$ cat src/rtl/pc_stack_seq_if.sv
// rtl/pc_stack_seq_if.sv - command and status bundle for the program counter / return stack
interface pc_stack_seq_if #(
    parameter int ADDR_W = 13,
    parameter int DEPTH  = 8
);
    localparam int CNT_W = $clog2(DEPTH + 1);

    logic              en;
    logic              load;
    logic              call;
    logic              ret;
    logic [ADDR_W-1:0] tgt_addr;
    logic              clr_err;
    logic [ADDR_W-1:0] pc_addr;
    logic [ADDR_W-1:0] tos;
    logic [CNT_W-1:0]  sp;
    logic              empty;
    logic              full;
    logic              ovf_err;
    logic              unf_err;

    modport master (
        output en, load, call, ret, tgt_addr, clr_err,
        input  pc_addr, tos, sp, empty, full, ovf_err, unf_err
    );

    modport slave (
        input  en, load, call, ret, tgt_addr, clr_err,
        output pc_addr, tos, sp, empty, full, ovf_err, unf_err
    );
endinterface

$ cat src/rtl/pc_stack_seq.sv
// rtl/pc_stack_seq.sv - program counter sequencer with LIFO return-address stack
module pc_stack_seq #(
    parameter int              ADDR_W    = 13,
    parameter int              DEPTH     = 8,
    parameter logic [ADDR_W-1:0] RESET_VEC = '0
) (
    input logic           clk,
    input logic           rst,
    pc_stack_seq_if.slave bus
);
    localparam int CNT_W = $clog2(DEPTH + 1);
    localparam int IDX_W = $clog2(DEPTH);
    localparam logic [CNT_W-1:0] SP_FULL = CNT_W'(DEPTH);

    logic [ADDR_W-1:0] stack_mem [DEPTH];
    logic [ADDR_W-1:0] pc_q, pc_d, pc_inc;
    logic [CNT_W-1:0]  sp_q, sp_d, sp_m1;
    logic [IDX_W-1:0]  push_idx, top_idx;
    logic              ovf_q, unf_q;
    logic              ovf_set, unf_set;
    logic              push;
    logic              is_empty, is_full;

    assign pc_inc   = pc_q + 1'b1;
    assign sp_m1    = sp_q - 1'b1;
    assign push_idx = sp_q[IDX_W-1:0];
    assign top_idx  = sp_m1[IDX_W-1:0];
    assign is_empty = (sp_q == '0);
    assign is_full  = (sp_q == SP_FULL);

    // Priority ret > call > load > increment; everything is gated by en.
    always_comb begin
        pc_d    = pc_q;
        sp_d    = sp_q;
        push    = 1'b0;
        ovf_set = 1'b0;
        unf_set = 1'b0;
        if (bus.en) begin
            if (bus.ret) begin
                if (!is_empty) begin
                    pc_d = stack_mem[top_idx];
                    sp_d = sp_m1;
                end else begin
                    pc_d    = pc_inc;
                    unf_set = 1'b1;
                end
            end else if (bus.call) begin
                pc_d = bus.tgt_addr;
                if (!is_full) begin
                    push = 1'b1;
                    sp_d = sp_q + 1'b1;
                end else begin
                    ovf_set = 1'b1;
                end
            end else if (bus.load) begin
                pc_d = bus.tgt_addr;
            end else begin
                pc_d = pc_inc;
            end
        end
    end

    always_ff @(posedge clk) begin
        if (rst) begin
            pc_q  <= RESET_VEC;
            sp_q  <= '0;
            ovf_q <= 1'b0;
            unf_q <= 1'b0;
        end else begin
            pc_q  <= pc_d;
            sp_q  <= sp_d;
            // A fresh error on the clearing edge keeps the flag set.
            ovf_q <= ovf_set | (ovf_q & ~bus.clr_err);
            unf_q <= unf_set | (unf_q & ~bus.clr_err);
        end
    end

    // Storage is not cleared by reset; sp alone defines which entries are live.
    always_ff @(posedge clk) begin
        if (!rst && push) begin
            stack_mem[push_idx] <= pc_inc;
        end
    end

    assign bus.pc_addr = pc_q;
    assign bus.sp      = sp_q;
    assign bus.tos     = is_empty ? '0 : stack_mem[top_idx];
    assign bus.empty   = is_empty;
    assign bus.full    = is_full;
    assign bus.ovf_err = ovf_q;
    assign bus.unf_err = unf_q;
endmodule

$ cat src/flat_wrapper.sv
// flat-port wrapper written by rule: the top's interface ports become plain ports
module pc_stack_seq_flat 
#(
    parameter int              ADDR_W    = 13,
    parameter int              DEPTH     = 8,
    parameter logic [ADDR_W-1:0] RESET_VEC = '0
)
  (clk, rst, bus_en, bus_load, bus_call, bus_ret, bus_tgt_addr, bus_clr_err, bus_pc_addr, bus_tos, bus_sp, bus_empty, bus_full, bus_ovf_err, bus_unf_err);
  pc_stack_seq_if #(.ADDR_W(ADDR_W), .DEPTH(DEPTH)) bus_i ();
  input logic clk;
  input logic rst;
  input wire logic [$bits(bus_i.en)-1:0] bus_en;
  input wire logic [$bits(bus_i.load)-1:0] bus_load;
  input wire logic [$bits(bus_i.call)-1:0] bus_call;
  input wire logic [$bits(bus_i.ret)-1:0] bus_ret;
  input wire logic [$bits(bus_i.tgt_addr)-1:0] bus_tgt_addr;
  input wire logic [$bits(bus_i.clr_err)-1:0] bus_clr_err;
  output wire logic [$bits(bus_i.pc_addr)-1:0] bus_pc_addr;
  output wire logic [$bits(bus_i.tos)-1:0] bus_tos;
  output wire logic [$bits(bus_i.sp)-1:0] bus_sp;
  output wire logic [$bits(bus_i.empty)-1:0] bus_empty;
  output wire logic [$bits(bus_i.full)-1:0] bus_full;
  output wire logic [$bits(bus_i.ovf_err)-1:0] bus_ovf_err;
  output wire logic [$bits(bus_i.unf_err)-1:0] bus_unf_err;
  assign bus_i.en = bus_en;
  assign bus_i.load = bus_load;
  assign bus_i.call = bus_call;
  assign bus_i.ret = bus_ret;
  assign bus_i.tgt_addr = bus_tgt_addr;
  assign bus_i.clr_err = bus_clr_err;
  assign bus_pc_addr = bus_i.pc_addr;
  assign bus_tos = bus_i.tos;
  assign bus_sp = bus_i.sp;
  assign bus_empty = bus_i.empty;
  assign bus_full = bus_i.full;
  assign bus_ovf_err = bus_i.ovf_err;
  assign bus_unf_err = bus_i.unf_err;
  pc_stack_seq #(.ADDR_W(ADDR_W), .DEPTH(DEPTH), .RESET_VEC(RESET_VEC)) u_core (.clk(clk), .rst(rst), .bus(bus_i));
endmodule
$ cat config.mk
export PLATFORM = sky130hd
export DESIGN_NAME = pc_stack_seq_flat
export DESIGN_NICKNAME = d
export VERILOG_FILES = /design/src/rtl/pc_stack_seq_if.sv /design/src/rtl/pc_stack_seq.sv /design/src/flat_wrapper.sv
export SDC_FILE = /design/constraint.sdc
export NUM_CORES = 1
export LEC_CHECK = 0
export CORE_MARGIN = 2
export CORE_UTILIZATION = 25
export CTS_CLUSTER_SIZE = 10
export DETAILED_ROUTE_END_ITERATION = 6
export HOLD_SLACK_MARGIN = 0.08
export SYNTH_ARGS = -nofsm -noshare
export SYNTH_HDL_FRONTEND = slang
export SYNTH_SLANG_ARGS = --single-unit
$ cat constraint.sdc
create_clock -name clk -period 7.19 [get_ports clk]
set_input_delay 1.438 -clock clk [delete_from_list [all_inputs] [get_ports clk]]
set_output_delay 1.438 -clock clk [all_outputs]
set_load 0.03 [all_outputs]
# --- After elaboration in Yosys (flattened, before gate mapping) ---
# Memories as Yosys holds them, arrays and structs flattened.
# Cells that the tools add are included.
classes:
  n_addsub: 3
  n_mul: 0
  div: 0
  order_cmp: 0
  n_eq_ne: 3
  n_shift: 0
  n_mux: 22
  n_bitwise: 5
  reduce_logical: 5
op_table:
  columns: ["operator", "count"]
  rows:
  - ["$mux 13", 5]
  - ["$mux 4", 4]
  - ["$add 13x1->13 const B", 1]
  - ["$mux 1", 13]
  - ["$add 4x1->4 const B", 1]
  - ["$eq 4x4->1 const B", 1]
  - ["$logic_not 4->1", 1]
  - ["$ne 2x2->1 const B", 2]
  - ["$reduce_and 4->1", 1]
  - ["$sub 4x1->4 const B", 1]
  - ["$and 1x1->1", 2]
  - ["$or 1x1->1", 2]
  - ["$reduce_bool 2->1", 1]
  - ["$logic_and 1x1->1", 1]
  - ["$logic_not 1->1", 1]
  - ["$not 1->1", 1]
word_totals:
  regBits: 19
  latchBits: 0
  ramBits: 104
  mem_bits_ro: 0
  in_bits: 20
  out_inout_bits: 34
  elab_cells: 43
  n_memories: 1
memory_table:
  columns: ["name", "words", "width", "read_ports", "rd_clocked_by_memory_dff", "wr", "line", "source"]
  rows:
  - ["u_core.stack_mem", 8, 13, 1, 0, 1, "pc_stack_seq.sv:15", "logic [ADDR_W-1:0] stack_mem [DEPTH];"]

# --- Depth between registers and ports, before layout ---
logic_depth:
  depth_word: 8
  mapped_depth: 11
  mapped_depth_nobuf: 8

# --- Worst setup path before layout ---
# Ideal clock, no wire load.
synth_timing:
  kind: "register to output"
  startpoint: "register u_core.sp_q[0] (netlist: u_core.bus.sp[0])"
  endpoint: "output bus_tos[9]"
  arrival_ps: 2855
  required_ps: 5752
  setup_slack_ps: 2897
  stages_incl_launch_ff: 11
  n_path_buf: 5
  path_cell_list: "dfxtp_1 -> buf_4 -> buf_4 -> clkinv_1 -> ha_1 -> buf_2 -> buf_2 -> buf_4 -> mux4_2 -> nand2_1 -> a21oi_1"
synth_via:
  elab_chain_cells: 3
  elab_cells_between_ends: 4
  classes_between: "add/sub (1); mux (1); reduce/logical (1); memory (1)"
synth_lines:
  columns: ["element", "line", "source"]
  rows:
  - ["from (decl)", "pc_stack_seq.sv:17", "logic [CNT_W-1:0] sp_q, sp_d, sp_m1;"]
  - ["from (signal assigned)", "pc_stack_seq.sv:71", "sp_q <= sp_d;"]
  - ["$sub 4x1->4", "pc_stack_seq.sv:25", "assign sp_m1 = sp_q - 1'b1;"]
  - ["$mem_v2 8x13", null, null]
  - ["$mux 13 (*)", "pc_stack_seq.sv:87", "assign bus.tos = is_empty ? '0 : stack_mem[top_idx];"]
  - ["to (decl)", "flat_wrapper.sv:19", "output wire logic [$bits(bus_i.tos)-1:0] bus_tos;"]
# Every way passes the cells marked *; elsewhere a longest branch is shown, timed or not.

# --- Worst setup path after layout ---
layout_timing:
  startpoint: "register u_core.sp_q[0] (netlist: u_core.bus.sp[0])"
  endpoint: "output bus_tos[8]"
# Same word-level chain as after synthesis.

==> flow_metrics.tcl <==
set metrics [dict create \
    cp.arrival_ns 4.44 \
    post-place-ws_ns 1.80 \
    cpLargestDelayFamily "buffers and inverters" \
    numCtsBuffers 17 \
    intPower_mw 1.56 \
    netlist-cell-type-count 49 \
    ioPinCount 54 \
    final_cell_mix "edfxtp_1 (104), clkdlybuf4s50_1 (53), nor2_1 (48)" \
    finalHoldViolations 0 \
    grt_max_degree 32 \
    syn_inst 394 \
    clock-skew-final_ns 0.0152 \
    hpwl_um 10500 \
    r2r_end "u_core.stack_mem[3][12]" \
    grt_pass1_vias 3623 \
    die_w_um 152 \
    postLayoutCoreUtil_pct 32.0 \
    portBuffers 53 \
    syn_avg_cell_area_um2 13.9 \
    fillCellCount 2101 \
    fmax_ghz 0.170 \
    vias 3667 \
    wl_um 15700 \
    tightest_slew_ns 1.36 \
    hold_class "reg2reg" \
    final_layout_size_suffix_gt1_share_pct 15.6 \
    cap_viol_max_count 0 \
    clk_pin_slew_worst_paths_ns 0.06 \
    fin_nets 474 \
    cp.required_ns 5.75 \
    cts_resized 0 \
    cts_root_buf "clkbuf_16" \
    cts_tree "yes" \
    rows 54 \
    die_y_um 152 \
    switching_share_pct 30.3 \
    critical_path_class "reg2out" \
    p_clk_share_pct 38.3 \
    ys_ff_latch 123 \
    drc_errors 0 \
    ys_seq_area_share_pct 63.8 \
    cts_hold_buf 0 \
    viasPerCell 4.94 \
    fp.dieArea_mm2 0.0232 \
    min_period_over_period_pct 81.8 \
    fin_ws_ns 1.31 \
    setup-violations-final 0 \
    clk_latency_ns 0.42 \
    p_comb_share_pct 24.7 \
    fin_tns_setup_ns 0 \
    cts_sinks 123 \
    synth.cell_area_mm2 0.00549 \
    r2r_cells 6 \
    min_path_cells 2 \
    mostFrequentLayoutCell "edfxtp_1" \
    power_density_mw_per_mm2 324 \
    synth_flop_cell "edfxtp_1" \
    ant_nets 0 \
    timing.rr.start "u_core.bus.sp[0]" \
    place_area_mm2 0.00634 \
    wl_per_cell_um 21.2 \
    fin_area_mm2 0.00694 \
    path_cells "buf_4 -> clkinv_1 -> ha_1 -> buf_4 -> mux4_2 -> mux2_2 -> and2_1 -> clkdlybuf4s50_1" \
    gp_congestion 0.846 \
    ys_async_sr_fraction_pct 0 \
    p_sw_mw 0.681 \
    grt_first_pass_wirelength_um 23400 \
    worstSetupStartpointType "flip-flop" \
    slowest_delay_ns 1.19 \
    core_area_mm2 0.0217 \
    path_max_fanout 28 \
    hold-path-endpoint "u_core.bus.ovf_err" \
    cp_slowest_cell "ha_1" \
    crit_buf_inv 4 \
    cpMostUsedCell "buf_4" \
    worstHoldStart "u_core.bus.ovf_err" \
    area_growth_pct 26.3 \
    status "completed" \
    r2r_slack_ns 3.33 \
    p_leak_nw 2.31 \
    fin_hold_ws_ns 0.516 \
    rsz0062_at_grt "no" \
    drtPass1Iterations 7 \
    htree_levels 4 \
    peakVddDrop_v 0.000203 \
    period_needed_ns 5.88 \
    yosysWarnings 0 \
    start_util_pct 25.3 \
    clk_path_buf_depth 2 \
    synth_nets 417 \
    relSlewSlack_pct 8.96 \
    antenna_cells 0 \
    slew_violations 0 \
    grtUsageTotal_pct 13.5 \
    drtIter0Drc 380 \
    globalRouteOverflowTotal 0 \
    post_cts_buffers 0 \
    power_frac_seq_pct 37.0 \
    synth_edf_count 104 \
    antenna_found_initial 0 \
    cp-end-kind "primary output" \
]
layer usage:
metal	wire [um]	part of all wire, %	vias up	GRT usage [%]
met1	7020	45	1830	18.6
met4	342	2.2	0	4.76
met5	0	0	-	0
met3	1040	6.6	33	3.01
li1	-	-	1632	-
met2	7310	47	172	21.1
final cells by class:
class | instances | area [um^2] | area share (%)
Inverter | 14 | 52.6 | 0.757
Clock buffer | 17 | 425 | 6.13
Tap cell | 280 | 350 | 5.05
Timing Repair Buffer | 59 | 576 | 8.30
Multi-Input combinational cell | 236 | 1860 | 26.8
Clock inverter | 14 | 171 | 2.47
Sequential cell | 123 | 3500 | 50.5
sequential cells by signal, indices dropped and copies added, names as in the netlist:
signal and cells:
u_core.bus.ovf_err 1, u_core.bus.unf_err 1, u_core.bus.pc_addr 13, u_core.bus.sp 4, u_core.stack_mem 104
through the flow:
stage,instances,power [mW]
floorplan,394,1.19
global placement,712,1.39
detailed placement,712,1.39
CTS,743,2.25
global route,743,2.32
finish,743,2.24
worst min-delay path, delay by kind of cell, from the launching register on:
kind	cells	cell delay, ns
flip-flops	1	0.35
AND/OR/NAND/NOR	1	0.07
AO/OA/AOI/OAI	1	0.06
cell families after synthesis:
family                     synth area share (%)
adders and majority gates                 0.683
DFF                                        63.8
muxes                                      12.2
AOI/OAI and AO/OA                          8.38
xor gates and xnor gates                   2.85
buffers and inverters                      2.87
and+or+nand+nor                            9.22
worst max path at each step:
stage	slack (ns)	end	depth (start not counted)	from
after global routing	1.10	bus_tos[11]	8	u_core.bus.sp[0]
after detailed placement	1.80	bus_tos[8]	8	u_core.bus.sp[0]
final	1.31	bus_tos[8]	8	u_core.bus.sp[0]
after global placement	1.75	bus_tos[8]	8	u_core.bus.sp[0]
after CTS	1.34	bus_tos[8]	8	u_core.bus.sp[0]
after floorplan	2.90	bus_tos[9]	10	u_core.bus.sp[0]
power groups by stage:
stage	sequential, mW	combinational [mW]	clock [mW]
floorplan	0.856	0.337	0
CTS	0.830	0.555	0.864
detailed placement	0.844	0.551	0
finish	0.830	0.555	0.860
global placement	0.843	0.549	0
global route	0.832	0.588	0.896
Yosys cell counts (2+ instances only):
master | instances | area share [%]
a211oi_1 | 8 | 1.1
a21oi_1 | 12 | 1.1
a221oi_1 | 2 | 0.32
a22oi_1 | 5 | 0.68
a311oi_1 | 4 | 0.64
a31oi_1 | 5 | 0.57
a32oi_1 | 4 | 0.64
and2_1 | 3 | 0.34
and3_1 | 8 | 0.91
buf_2 | 6 | 0.55
buf_4 | 5 | 0.68
clkbuf_1 | 9 | 0.61
dfxtp_1 | 19 | 6.9
edfxtp_1 | 104 | 57
ha_1 | 3 | 0.68
inv_1 | 12 | 0.82
mux2_2 | 2 | 0.41
mux2i_1 | 21 | 3.8
mux4_1 | 3 | 1.4
mux4_2 | 16 | 6.6
nand2_1 | 21 | 1.4
nand3_1 | 9 | 0.82
nand4_1 | 2 | 0.23
nor2_1 | 49 | 3.3
nor3_1 | 8 | 0.73
o211ai_1 | 2 | 0.27
o21ai_0 | 12 | 1.1
o21ba_2 | 2 | 0.36
o221a_2 | 2 | 0.41
o311ai_0 | 2 | 0.32
or2_2 | 2 | 0.23
xnor2_1 | 7 | 1.1
xor2_1 | 9 | 1.4
Note: power is estimated with default switching activity, not from simulation.
